$ cat src/rtl/fpu_pkg.sv
// rtl/fpu_pkg.sv - shared FPU constants, state encoding and helpers
//
// Purpose: common definitions for the iterative divider and the reciprocal
//          datapath (fdiv_iter, finv_seed_rom, and sibling finv/fmul units).
// Ports:   none (package).

package fpu_pkg;

   localparam int FRAC_W = 32;              // reciprocal iterate width, 1.31 fixed point
   localparam int SEED_W = 8;               // seed ROM index/data width
   localparam int BIAS   = 127;             // single-precision exponent bias

   localparam logic [7:0]  EXP_INF  = 8'hff;
   localparam logic [30:0] INF_MAG  = 31'h7f80_0000;
   localparam logic [30:0] ZERO_MAG = 31'h0000_0000;

   typedef enum logic [3:0] {
      S_IDLE,
      S_SEED,
      S_NR1M,
      S_NR1S,
      S_NR2M,
      S_NR2S,
      S_QMUL,
      S_REM,
      S_RND,
      S_DONE
   } fdiv_state_e;

   // Significand with the hidden bit restored (normal operands only).
   function automatic logic [23:0] mant_of(input logic [31:0] f);
      return {1'b1, f[22:0]};
   endfunction

endpackage

$ cat src/rtl/fdiv_iter_if.sv
// rtl/fdiv_iter_if.sv - issue/result handshake bundle of the iterative divider
//
// Purpose: groups the operand (in_*) and result (out_*) handshakes.
// Signals: in_valid/in_ready/a/b      operand channel (master -> slave)
//          out_valid/out_ready/d      result channel  (slave -> master)
//          overflow/underflow         result flags, qualified by out_valid
// Modports: master = issue stage / consumer, slave = divider.

interface fdiv_iter_if;

   logic        in_valid;
   logic        in_ready;
   logic [31:0] a;
   logic [31:0] b;
   logic        out_valid;
   logic        out_ready;
   logic [31:0] d;
   logic        overflow;
   logic        underflow;

   modport master (
      output in_valid, a, b, out_ready,
      input  in_ready, out_valid, d, overflow, underflow
   );

   modport slave (
      input  in_valid, a, b, out_ready,
      output in_ready, out_valid, d, overflow, underflow
   );

endinterface

$ cat src/rtl/finv_seed_rom.sv
// rtl/finv_seed_rom.sv - reciprocal seed table
//
// Purpose: combinational 256x8 ROM. Entry i holds the top fraction bits of
//          2/(1+(i+0.5)/256), i.e. the reciprocal of the bucket midpoint of
//          b_m/2, so {1, rom[i]} is a 1.8 estimate of 2/b_m.
// Ports:   idx_i   in   SEED_W  top mantissa bits of the divisor
//          seed_o  out  SEED_W  fraction bits of the seed

module finv_seed_rom
   import fpu_pkg::*;
(
   input  logic [SEED_W-1:0] idx_i,
   output logic [SEED_W-1:0] seed_o
);

   logic [SEED_W-1:0] rom [2**SEED_W];

   // frac(2N/(N+i+0.5)) * N == 4N^2/(2N+2i+1) - N, computed at elaboration.
   for (genvar g = 0; g < 2**SEED_W; g++) begin : g_rom
      localparam int VAL = (1 << (2*SEED_W + 2)) / ((1 << (SEED_W + 1)) + 2*g + 1)
                           - (1 << SEED_W);
      assign rom[g] = SEED_W'(VAL);
   end

   assign seed_o = rom[idx_i];

endmodule

$ cat src/rtl/fdiv_iter.sv
// rtl/fdiv_iter.sv - multi-cycle IEEE single-precision divider d = a / b
//
// Purpose: seed 1/b from a table, refine with two Newton-Raphson steps on one
//          shared 32x32 multiplier, form q = a * (1/b), fix q with an exact
//          remainder and round to nearest even. Fixed 8-cycle latency.
// Ports:   clk        in   clock, rising edge
//          rstn       in   asynchronous active-low reset
//          bus.slave  operand/result handshakes and flags (fdiv_iter_if)
//
// Fixed-point map: b' = b_m/2 in [0.5,1) as 0.32, x ~ 1/b' in 1.31, so
// q = 2*a_m*x ~ a_m*2^25/b_m (26 bits, 2 or 1 extra bits below the result LSB).

module fdiv_iter
   import fpu_pkg::*;
(
   input  logic      clk,
   input  logic      rstn,
   fdiv_iter_if.slave bus
);

   fdiv_state_e       state_q, state_d;
   logic [31:0]       a_q, a_d, b_q, b_d;
   logic [FRAC_W-1:0] x_q, x_d, t_q, t_d;
   logic [25:0]       q_q, q_d;
   logic              sticky_q, sticky_d;
   logic              sp_q, sp_d, sp_inf_q, sp_inf_d;
   logic [31:0]       d_q, d_d;
   logic              ovf_q, ovf_d, unf_q, unf_d;

   logic [23:0] a_m, b_m;
   logic        sign;
   logic [7:0]  a_exp, b_exp;

   assign a_m   = mant_of(a_q);
   assign b_m   = mant_of(b_q);
   assign sign  = a_q[31] ^ b_q[31];
   assign a_exp = a_q[30:23];
   assign b_exp = b_q[30:23];

   // ---------------- seed table ----------------
   logic [SEED_W-1:0] seed;

   finv_seed_rom u_seed_rom (
      .idx_i  (b_q[22 -: SEED_W]),
      .seed_o (seed)
   );

   // ---------------- shared multiplier ----------------
   logic [31:0] mul_a, mul_b;
   logic [63:0] prod;

   always_comb begin
      mul_a = '0;
      mul_b = '0;
      unique case (state_q)
         S_NR1M, S_NR2M: begin
            mul_a = {b_m, 8'h00};          // b' as 0.32
            mul_b = x_q;
         end
         S_NR1S, S_NR2S: begin
            mul_a = x_q;
            mul_b = 32'd0 - t_q;           // 2 - t in 1.31 (t is never 0)
         end
         S_QMUL: begin
            mul_a = {8'h00, a_m};
            mul_b = x_q;
         end
         S_REM: begin
            mul_a = {6'd0, q_q};
            mul_b = {8'h00, b_m};
         end
         default: ;
      endcase
   end

   assign prod = {32'd0, mul_a} * {32'd0, mul_b};

   // ---------------- remainder correction ----------------
   // The estimate is within one of floor(a_m*2^25/b_m); one step either way fixes it.
   logic signed [50:0] r_raw, r_fix, b_ext;
   logic        [25:0] q_fix;

   always_comb begin
      b_ext = $signed({27'd0, b_m});
      r_raw = $signed({2'b00, a_m, 25'd0}) - $signed({1'b0, prod[49:0]});
      q_fix = q_q;
      r_fix = r_raw;
      if (r_raw[50]) begin
         q_fix = q_q - 26'd1;
         r_fix = r_raw + b_ext;
      end else if (r_raw >= b_ext) begin
         q_fix = q_q + 26'd1;
         r_fix = r_raw - b_ext;
      end
   end

   // ---------------- rounding ----------------
   // q[25] set means a_m >= b_m: result LSB at q[2], else at q[1] and exponent - 1.
   logic [23:0] mant;
   logic [24:0] mant_r;
   logic        guard, stk, rnd_up, norm_dec;
   logic [9:0]  e_r;
   logic [22:0] frac_r;

   always_comb begin
      if (q_q[25]) begin
         mant     = q_q[25:2];
         guard    = q_q[1];
         stk      = q_q[0] | sticky_q;
         norm_dec = 1'b0;
      end else begin
         mant     = q_q[24:1];
         guard    = q_q[0];
         stk      = sticky_q;
         norm_dec = 1'b1;
      end
      rnd_up = guard & (stk | mant[0]);
      mant_r = {1'b0, mant} + {24'd0, rnd_up};
      e_r    = {2'b00, a_exp} - {2'b00, b_exp} + 10'(BIAS)
               - {9'd0, norm_dec} + {9'd0, mant_r[24]};
      // On carry-out mant_r is exactly 2^24, so [23:1] is all zero.
      frac_r = mant_r[24] ? mant_r[23:1] : mant_r[22:0];
   end

   // ---------------- FSM / next state ----------------
   always_comb begin
      state_d  = state_q;
      a_d      = a_q;
      b_d      = b_q;
      x_d      = x_q;
      t_d      = t_q;
      q_d      = q_q;
      sticky_d = sticky_q;
      sp_d     = sp_q;
      sp_inf_d = sp_inf_q;
      d_d      = d_q;
      ovf_d    = ovf_q;
      unf_d    = unf_q;

      unique case (state_q)
         S_IDLE: begin
            if (bus.in_valid) begin
               a_d     = bus.a;
               b_d     = bus.b;
               state_d = S_SEED;
            end
         end
         S_SEED: begin
            x_d      = {1'b1, seed, {(FRAC_W - 1 - SEED_W){1'b0}}};
            // Zero/denormal divisor and any inf operand give inf; zero/denormal
            // dividend otherwise gives zero. The datapath still runs to keep latency fixed.
            sp_inf_d = (b_exp == 8'd0) | (a_exp == EXP_INF) | (b_exp == EXP_INF);
            sp_d     = sp_inf_d | (a_exp == 8'd0);
            state_d  = S_NR1M;
         end
         S_NR1M, S_NR2M: begin
            t_d     = prod[63:32];
            state_d = (state_q == S_NR1M) ? S_NR1S : S_NR2S;
         end
         S_NR1S, S_NR2S: begin
            x_d     = prod[62:31];
            state_d = (state_q == S_NR1S) ? S_NR2M : S_QMUL;
         end
         S_QMUL: begin
            q_d     = prod[55:30];
            state_d = S_REM;
         end
         S_REM: begin
            q_d      = q_fix;
            sticky_d = (r_fix != '0);
            state_d  = S_RND;
         end
         S_RND: begin
            if (sp_q) begin
               d_d   = {sign, sp_inf_q ? INF_MAG : ZERO_MAG};
               ovf_d = sp_inf_q;
               unf_d = 1'b0;
            end else if ($signed(e_r) > 10'sd254) begin
               d_d   = {sign, INF_MAG};
               ovf_d = 1'b1;
               unf_d = 1'b0;
            end else if ($signed(e_r) < 10'sd1) begin
               d_d   = {sign, ZERO_MAG};
               ovf_d = 1'b0;
               unf_d = 1'b1;
            end else begin
               d_d   = {sign, e_r[7:0], frac_r};
               ovf_d = 1'b0;
               unf_d = 1'b0;
            end
            state_d = S_DONE;
         end
         S_DONE: begin
            if (bus.out_ready) begin
               ovf_d   = 1'b0;
               unf_d   = 1'b0;
               state_d = S_IDLE;
            end
         end
         default: state_d = S_IDLE;
      endcase
   end

   // ---------------- state registers ----------------
   always_ff @(posedge clk or negedge rstn) begin
      if (!rstn) begin
         state_q  <= S_IDLE;
         a_q      <= '0;
         b_q      <= '0;
         x_q      <= '0;
         t_q      <= '0;
         q_q      <= '0;
         sticky_q <= 1'b0;
         sp_q     <= 1'b0;
         sp_inf_q <= 1'b0;
         d_q      <= '0;
         ovf_q    <= 1'b0;
         unf_q    <= 1'b0;
      end else begin
         state_q  <= state_d;
         a_q      <= a_d;
         b_q      <= b_d;
         x_q      <= x_d;
         t_q      <= t_d;
         q_q      <= q_d;
         sticky_q <= sticky_d;
         sp_q     <= sp_d;
         sp_inf_q <= sp_inf_d;
         d_q      <= d_d;
         ovf_q    <= ovf_d;
         unf_q    <= unf_d;
      end
   end

   assign bus.in_ready  = (state_q == S_IDLE);
   assign bus.out_valid = (state_q == S_DONE);
   assign bus.d         = d_q;
   assign bus.overflow  = ovf_q;
   assign bus.underflow = unf_q;

endmodule

$ cat src/flat_wrapper.sv
// flat-port wrapper written by rule: the top's interface ports become plain ports
module fdiv_iter_flat import fpu_pkg::*;
  (clk, rstn, bus_in_valid, bus_a, bus_b, bus_out_ready, bus_in_ready, bus_out_valid, bus_d, bus_overflow, bus_underflow);
  fdiv_iter_if bus_i ();
  input  logic clk;
  input  logic rstn;
  input wire logic [$bits(bus_i.in_valid)-1:0] bus_in_valid;
  input wire logic [$bits(bus_i.a)-1:0] bus_a;
  input wire logic [$bits(bus_i.b)-1:0] bus_b;
  input wire logic [$bits(bus_i.out_ready)-1:0] bus_out_ready;
  output wire logic [$bits(bus_i.in_ready)-1:0] bus_in_ready;
  output wire logic [$bits(bus_i.out_valid)-1:0] bus_out_valid;
  output wire logic [$bits(bus_i.d)-1:0] bus_d;
  output wire logic [$bits(bus_i.overflow)-1:0] bus_overflow;
  output wire logic [$bits(bus_i.underflow)-1:0] bus_underflow;
  assign bus_i.in_valid = bus_in_valid;
  assign bus_i.a = bus_a;
  assign bus_i.b = bus_b;
  assign bus_i.out_ready = bus_out_ready;
  assign bus_in_ready = bus_i.in_ready;
  assign bus_out_valid = bus_i.out_valid;
  assign bus_d = bus_i.d;
  assign bus_overflow = bus_i.overflow;
  assign bus_underflow = bus_i.underflow;
  fdiv_iter u_core (.clk(clk), .rstn(rstn), .bus(bus_i));
endmodule
$ cat config.mk
export PLATFORM = sky130hd
export DESIGN_NAME = fdiv_iter_flat
export DESIGN_NICKNAME = d
export VERILOG_FILES = /design/src/rtl/fpu_pkg.sv /design/src/rtl/fdiv_iter_if.sv /design/src/rtl/finv_seed_rom.sv /design/src/rtl/fdiv_iter.sv /design/src/flat_wrapper.sv
export SDC_FILE = /design/constraint.sdc
export NUM_CORES = 2
export LEC_CHECK = 0
export BUFFER_PORTS_ARGS = -buffer_cell sky130_fd_sc_hd__buf_4
export CORE_MARGIN = 2
export CORE_UTILIZATION = 55
export CTS_CLUSTER_DIAMETER = 80
export DETAILED_ROUTE_END_ITERATION = 10
export GPL_TIMING_DRIVEN = 0
export PLACE_DENSITY_LB_ADDON = 0.25
export SYNTH_ARGS = -nofsm -noshare
export SYNTH_HDL_FRONTEND = slang
export SYNTH_SLANG_ARGS = --single-unit
$ cat constraint.sdc
create_clock -name clk -period 17.5 [get_ports clk]
set_clock_uncertainty 0.15 [all_clocks]
set_input_delay 0 -clock clk [delete_from_list [all_inputs] [get_ports clk]]
set_output_delay 0 -clock clk [all_outputs]
set_load 0.05 [all_outputs]
* Word level (Yosys, flattened, before mapping)
Memories as Yosys holds them, arrays and structs flattened.
Cells that the tools add are included.
** Word-level totals
- Flip-flop bits (word level) :: 195
- Bits in read-only memories :: 2048
- Word-level logic and storage cells :: 97
- Output and inout bits :: 36
- Memories :: 1
- Input port bits :: 68
** Cells by class
- Mux-type cells :: 32
- Reduce and logical (&&, ||, !) cells :: 14
- Multiply operators :: 1
- Add/sub/neg operators :: 11
- Equal/unequal tests :: 14
- Order comparisons :: 4
- Bitwise logic cells :: 8
** Memories
- (no name shown) :: depth 256, width 8, read ports 1, clocked after Yosys merged registers in 0, write ports 0, RTL line finv_seed_rom.sv:25 : assign seed_o = rom[idx_i];
** Operators with widths (number)
- $pmux W32 S4 :: 1
- $mux W31 :: 4
- $mux W51 :: 2
- $pmux W32 S3 :: 1
- $mul A32 B32 Y64 :: 1
- $pmux W32 S2 :: 1
- $mux W26 :: 2
- $pmux W26 S2 :: 1
- $add A51 B25 Y51 :: 1
- $ge A51 B25 Y1 :: 1
- $reduce_bool A51 Y1 :: 1
- $sub A49 B50 Y51 :: 1
- $sub A51 B25 Y51 :: 1
- $pmux W4 S8 :: 1
- $sub A1 B32 Y32 const A :: 1
- $add A26 B1 Y26 const B :: 1
- $sub A26 B1 Y26 const B :: 1
- $add A24 B1 Y25 :: 1
- $mux W24 :: 1
- $mux W23 :: 1
- $eq A4 B3 Y1 const B :: 4
- $eq A8 B8 Y1 const B :: 2
- $logic_not A8 Y1 :: 2
- $mux W8 :: 2
- 26 further kinds :: 49

* Longest topological paths before layout
- Depth in word-level cells :: 11
- Gate-level depth with buffers :: 70
- Depth with buffers taken out :: 64

* By module
Synthesis repeated with hierarchy kept, for this count alone.
** Second synthesis, totals
- Cells, all modules :: 6396
- Area total of the unflattened synthesis :: 52595.4 um^2
** Modules (own cells, without submodules)
- fdiv_iter :: sequential area each 4879.7 um^2, instances 1, cells an instance 6092, area each 50764.9 um^2
- finv_seed_rom :: sequential area each 0.0 um^2, instances 1, cells an instance 304, area each 1830.5 um^2

* Worst setup path before layout
OpenSTA, ideal clock, no wires.
- Path kind :: register -> register
- Start point :: register u_core.state_q[0]
- End point :: register u_core.q_q[24]
- Setup slack :: 2162 ps
- Stages on the path, launching flop included :: 68
- Arrival :: 15105 ps
- Required time :: 17267 ps
- Period minus slack after synthesis :: 15338 ps
- Path buffers :: 8
- Setup time :: 83 ps
- Cells stage by stage :: dfrtp_1 -> clkbuf_1 -> nand3_1 -> nor2_1 -> clkbuf_1 -> buf_1 -> buf_1 -> a22oi_1 -> o21a_1 -> clkbuf_1 -> nor2_1 -> fa_1 -> inv_1 -> fa_1 -> fa_1 -> fa_1 -> inv_1 -> fa_1 -> [32 not listed] -> o21bai_1 -> a21oi_1 -> o21bai_1 -> a21oi_1 -> o21bai_1 -> a21oi_1 -> o21bai_1 -> a21oi_1 -> o21bai_1 -> a21oi_1 -> o21ai_0 -> o41ai_1 -> o21ai_0 -> or4_1 -> a31oi_1 -> xnor2_1 -> mux2i_1 -> o21ai_0
** On the way
- Longest elaborated chain between the ends :: 8
- Elaborated cells between the ends (all ways) :: 19
- Classes of those cells :: 1 x add/sub; 1 x mul; 1 x order compare; 7 x eq/ne; 4 x mux; 5 x reduce/logical
** RTL lines
- from (decl) :: RTL line fdiv_iter.sv:21 : fdiv_state_e state_q, state_d;
- from (signal assigned) :: RTL line fdiv_iter.sv:220 : state_q <= state_d;
- $eq A4 B3 Y1 (tied with other cells) :: RTL line fdiv_iter.sv:55 : unique case (state_q)
- $reduce_or A3 Y1 (no source line) (tied with other cells)
- $pmux W32 S3 / $pmux W32 S4 (equally long branches) :: RTL line fdiv_iter.sv:55
- $mul A32 B32 Y64 :: RTL line fdiv_iter.sv:76 : assign prod = {32'd0, mul_a} * {32'd0, mul_b};
- $sub A49 B50 Y51 :: RTL line fdiv_iter.sv:85 : r_raw = $signed({2'b00, a_m, 25'd0}) - $signed({1'b0, prod[49:0]});
- $ge A51 B25 Y1 :: RTL line fdiv_iter.sv:91 : end else if (r_raw >= b_ext) begin
- $ne A3 B1 Y1 (no source line)
- $reduce_and A2 Y1 (no source line)
- to (signal assigned) :: RTL line fdiv_iter.sv:225 : q_q <= q_d;
- to (decl) :: RTL line fdiv_iter.sv:24 : logic [25:0] q_q, q_d;
Several ways; a longest one is shown, not always the timed one.
A chain may end at the register's enable or synchronous reset.

* Worst setup path in the final report
Ends and elaborated chain as after synthesis.

==> qor.txt <==
drt pass-1 iters = 9
Worst setup EP type = flop
clk buf depth = 2
initial antenna violation count = 12
Clock Tree Root = clkbuf_16
share of layout cells above drive strength 1 = 8.56%
cell taking the most area after synthesis = fa_1
DRT iter0 DRCs = 6077
Tcrit/Tclk final = 97.5%
most frequent cell after synthesis = inv_1
final core occ = 60.3%
ys flop type = dfrtp_1
library cells used by synthesis = 113
Max-Cap Viols = 0
Routed Antenna Nets = 0
Port-buffer cells = 103
HPWL after DPL = 176000 um
# IOs = 104
final hold violation count = 0
relative slew slack = -8.00%
largest net degree at the start of global routing = 116
Syn Area/Cell = 8.20 sq um
Fmax achieved = 58.6 MHz
CP Data Arrival Time = 17.33 ns
share of the synthesized area in the top cell type = 34.2%
Rows = 113
FFs w/ async S/R, synth = 100%
later-pin clock latency in the skew report = 0.51 ns
Slew Limit Fails = 6
failing checks = max-slew violations
Syn. warnings = 0
most used cell along the critical path = fa_1
fin nets = 7977
Die Height = 314 um
maximum fanout along the worst path = 34
Vias/cell = 6.30
WL/cell = 27.1 um
total wire length = 215000 um
Die ar. = 0.0984 sq mm
Area contributors post-synth = fa_1 (34%), dfrtp_1 (9.2%), ha_1 (8.9%)
commonest cells in the netlist = inv_1 (1006), fa_1 (902), nand2_1 (878)
gpl congestion = 1.06
first-pass GRT wire length = 317000 um
dpl ws = -2.42 ns
initial core utilization = 55.5%
vias in the first global route = 49100
Tmin final = 17.06 ns
Hold Path Class = input port to flop
CTS buffer count = 17
worst-margin pin slew = 1.62 ns
total gr overflow = 0
# clock sinks = 195
Critical-path top delay cell = fa_1
DRC Markers = 0
GR Util All Layers = 43.9%
Core ar. = 0.0950 sq mm
CP max stage delay = 0.62 ns
#FFs+latches synth = 195
die width = 314 um
post-synthesis sequential area ratio = 9.25%
area grow syn2layout = 8.63%
syn nets = 7782
EDFF count, synth = 0
Syn Inst Count = 6436
CP Launch Type = flop
status = complete, but fails checks
CP required = 17.77 ns
final setup violation count = 0
DR vias = 49900
hold_ws = 0.0986 ns
H-tree depth = 4
critical setup path kind = flop to flop
Mapped Area = 0.0528 sq mm
CTS tree = done
Worst-path clk slew = 0.10 ns
fin worst setup slack = 0.443 ns
## flip-flops by register name, summed over array words and instances (netlist names)
register              flops
u_core.t_q               32
u_core.x_q               32
u_core.bus.d             32
u_core.sp_inf_q           1
u_core.sticky_q           1
u_core.sp_q               1
u_core.q_q               26
u_core.bus.underflow      1
u_core.a_q               32
u_core.state_q            4
u_core.b_q               32
u_core.bus.overflow       1
## critical path: cells and delay by family, from the launching register on
family          cells  cell delay [ns]
xor+xnor            2             0.46
compound gates     25             5.34
flops               1             0.38
fa+ha+maj          11             5.39
simple gates       11             2.93
buf+inv            10             2.17
mux                 1             0.08
## area by class of cell
cell class	instances	area [sq um]
Tap cell	1265	1580
Sequential cell	195	4880
Fill cell	8675	37700
Clock buffer	17	425
Multi-Input combinational cell	4869	43100
Antenna cell	12	30.0
Inverter	1011	3800
Timing Repair Buffer	205	1770
Buffer	332	1520
Clock inverter	15	218
## final timing paths
kind,slack [ns],depth (start not counted),startpoint,end
min in group asynchronous,0.49,4,rstn,u_core.b_q[30]$_DFFE_PN0P_
max in group asynchronous,16.11,4,rstn,u_core.b_q[7]$_DFFE_PN0P_
worst max-delay path,0.44,60,u_core.state_q[0]$_DFFE_PN0P_,u_core.q_q[24]$_DFFE_PN0P_
worst min-delay path,0.1,3,bus_a[27],u_core.a_q[27]$_DFFE_PN0P_
worst min register to register,0.35,2,u_core.bus.d[31]$_DFFE_PN0P_,u_core.bus.d[31]$_DFFE_PN0P_
worst max register to register,0.44,60,u_core.state_q[0]$_DFFE_PN0P_,u_core.q_q[24]$_DFFE_PN0P_
## cell usage in the layout, fill, tap and decap left out, drive strengths merged, types with 29 or more instances in the layout
cell type / instances
a21o: 53
dlygate4sd3: 68
nand2: 879
a21oi: 275
o21ai: 255
nor2b: 29
dfrtp: 195
nand3: 115
buf: 192
nand4: 49
a22oi: 76
inv: 1014
fa: 902
xnor2: 154
a31oi: 29
o21bai: 31
a211oi: 38
ha: 376
nand2b: 43
mux2: 78
and2: 84
xor2: 64
nor4: 39
clkbuf: 294
nor3: 96
or3: 32
nor2: 735
## metrics by stage
step / cells / TNS [ns] / instance area [sq um]
detailed placement: 7806 / -20.76 / 55200
floorplan: 6436 / 0 / 52800
CTS: 7894 / 0 / 56800
global placement: 7804 / -30.28 / 55100
finish: 7921 / 0 / 57300
global route: 7909 / -0.00685 / 57300
## timing repair
item                       in CTS  in global routing
setup buffers                   8                 20
hold endpoints to repair      263                  0
gates resized for setup       125                255
hold buffers                   69                  0
setup endpoints to repair      18                 10
pin swaps                       5                 17
## logic make-up (layout without fill, tap and decap cells)
| family | after synthesis | in the layout | share of synthesized area (%) |
|---|---|---|---|
| and+or+nand+nor | 2221 | 2221 | 18.7 |
| buffers and inverters | 1372 | 1580 | 9.85 |
| adders and majority gates | 1293 | 1293 | 43.4 |
| AOI/OAI and AO/OA | 1028 | 1028 | 12.8 |
| xor gates and xnor gates | 221 | 221 | 3.77 |
| DFF | 195 | 195 | 9.25 |
| muxes | 106 | 106 | 2.24 |
| other | 0 | 12 | 0 |
## layer usage
layer | global-route usage [%] | wire length, um | vias up | share of wire (%)
met5 | 0 | 161 | - | 0.075
met1 | 55.6 | 77900 | 24600 | 36
met4 | 28.6 | 18200 | 8 | 8.5
li1 | - | - | 21100 | -
met3 | 14.9 | 29300 | 864 | 14
met2 | 64.2 | 89100 | 3346 | 42
Power is not shown: default switching activity piles up to over one toggle a cycle in this logic, so the estimate is an artifact.
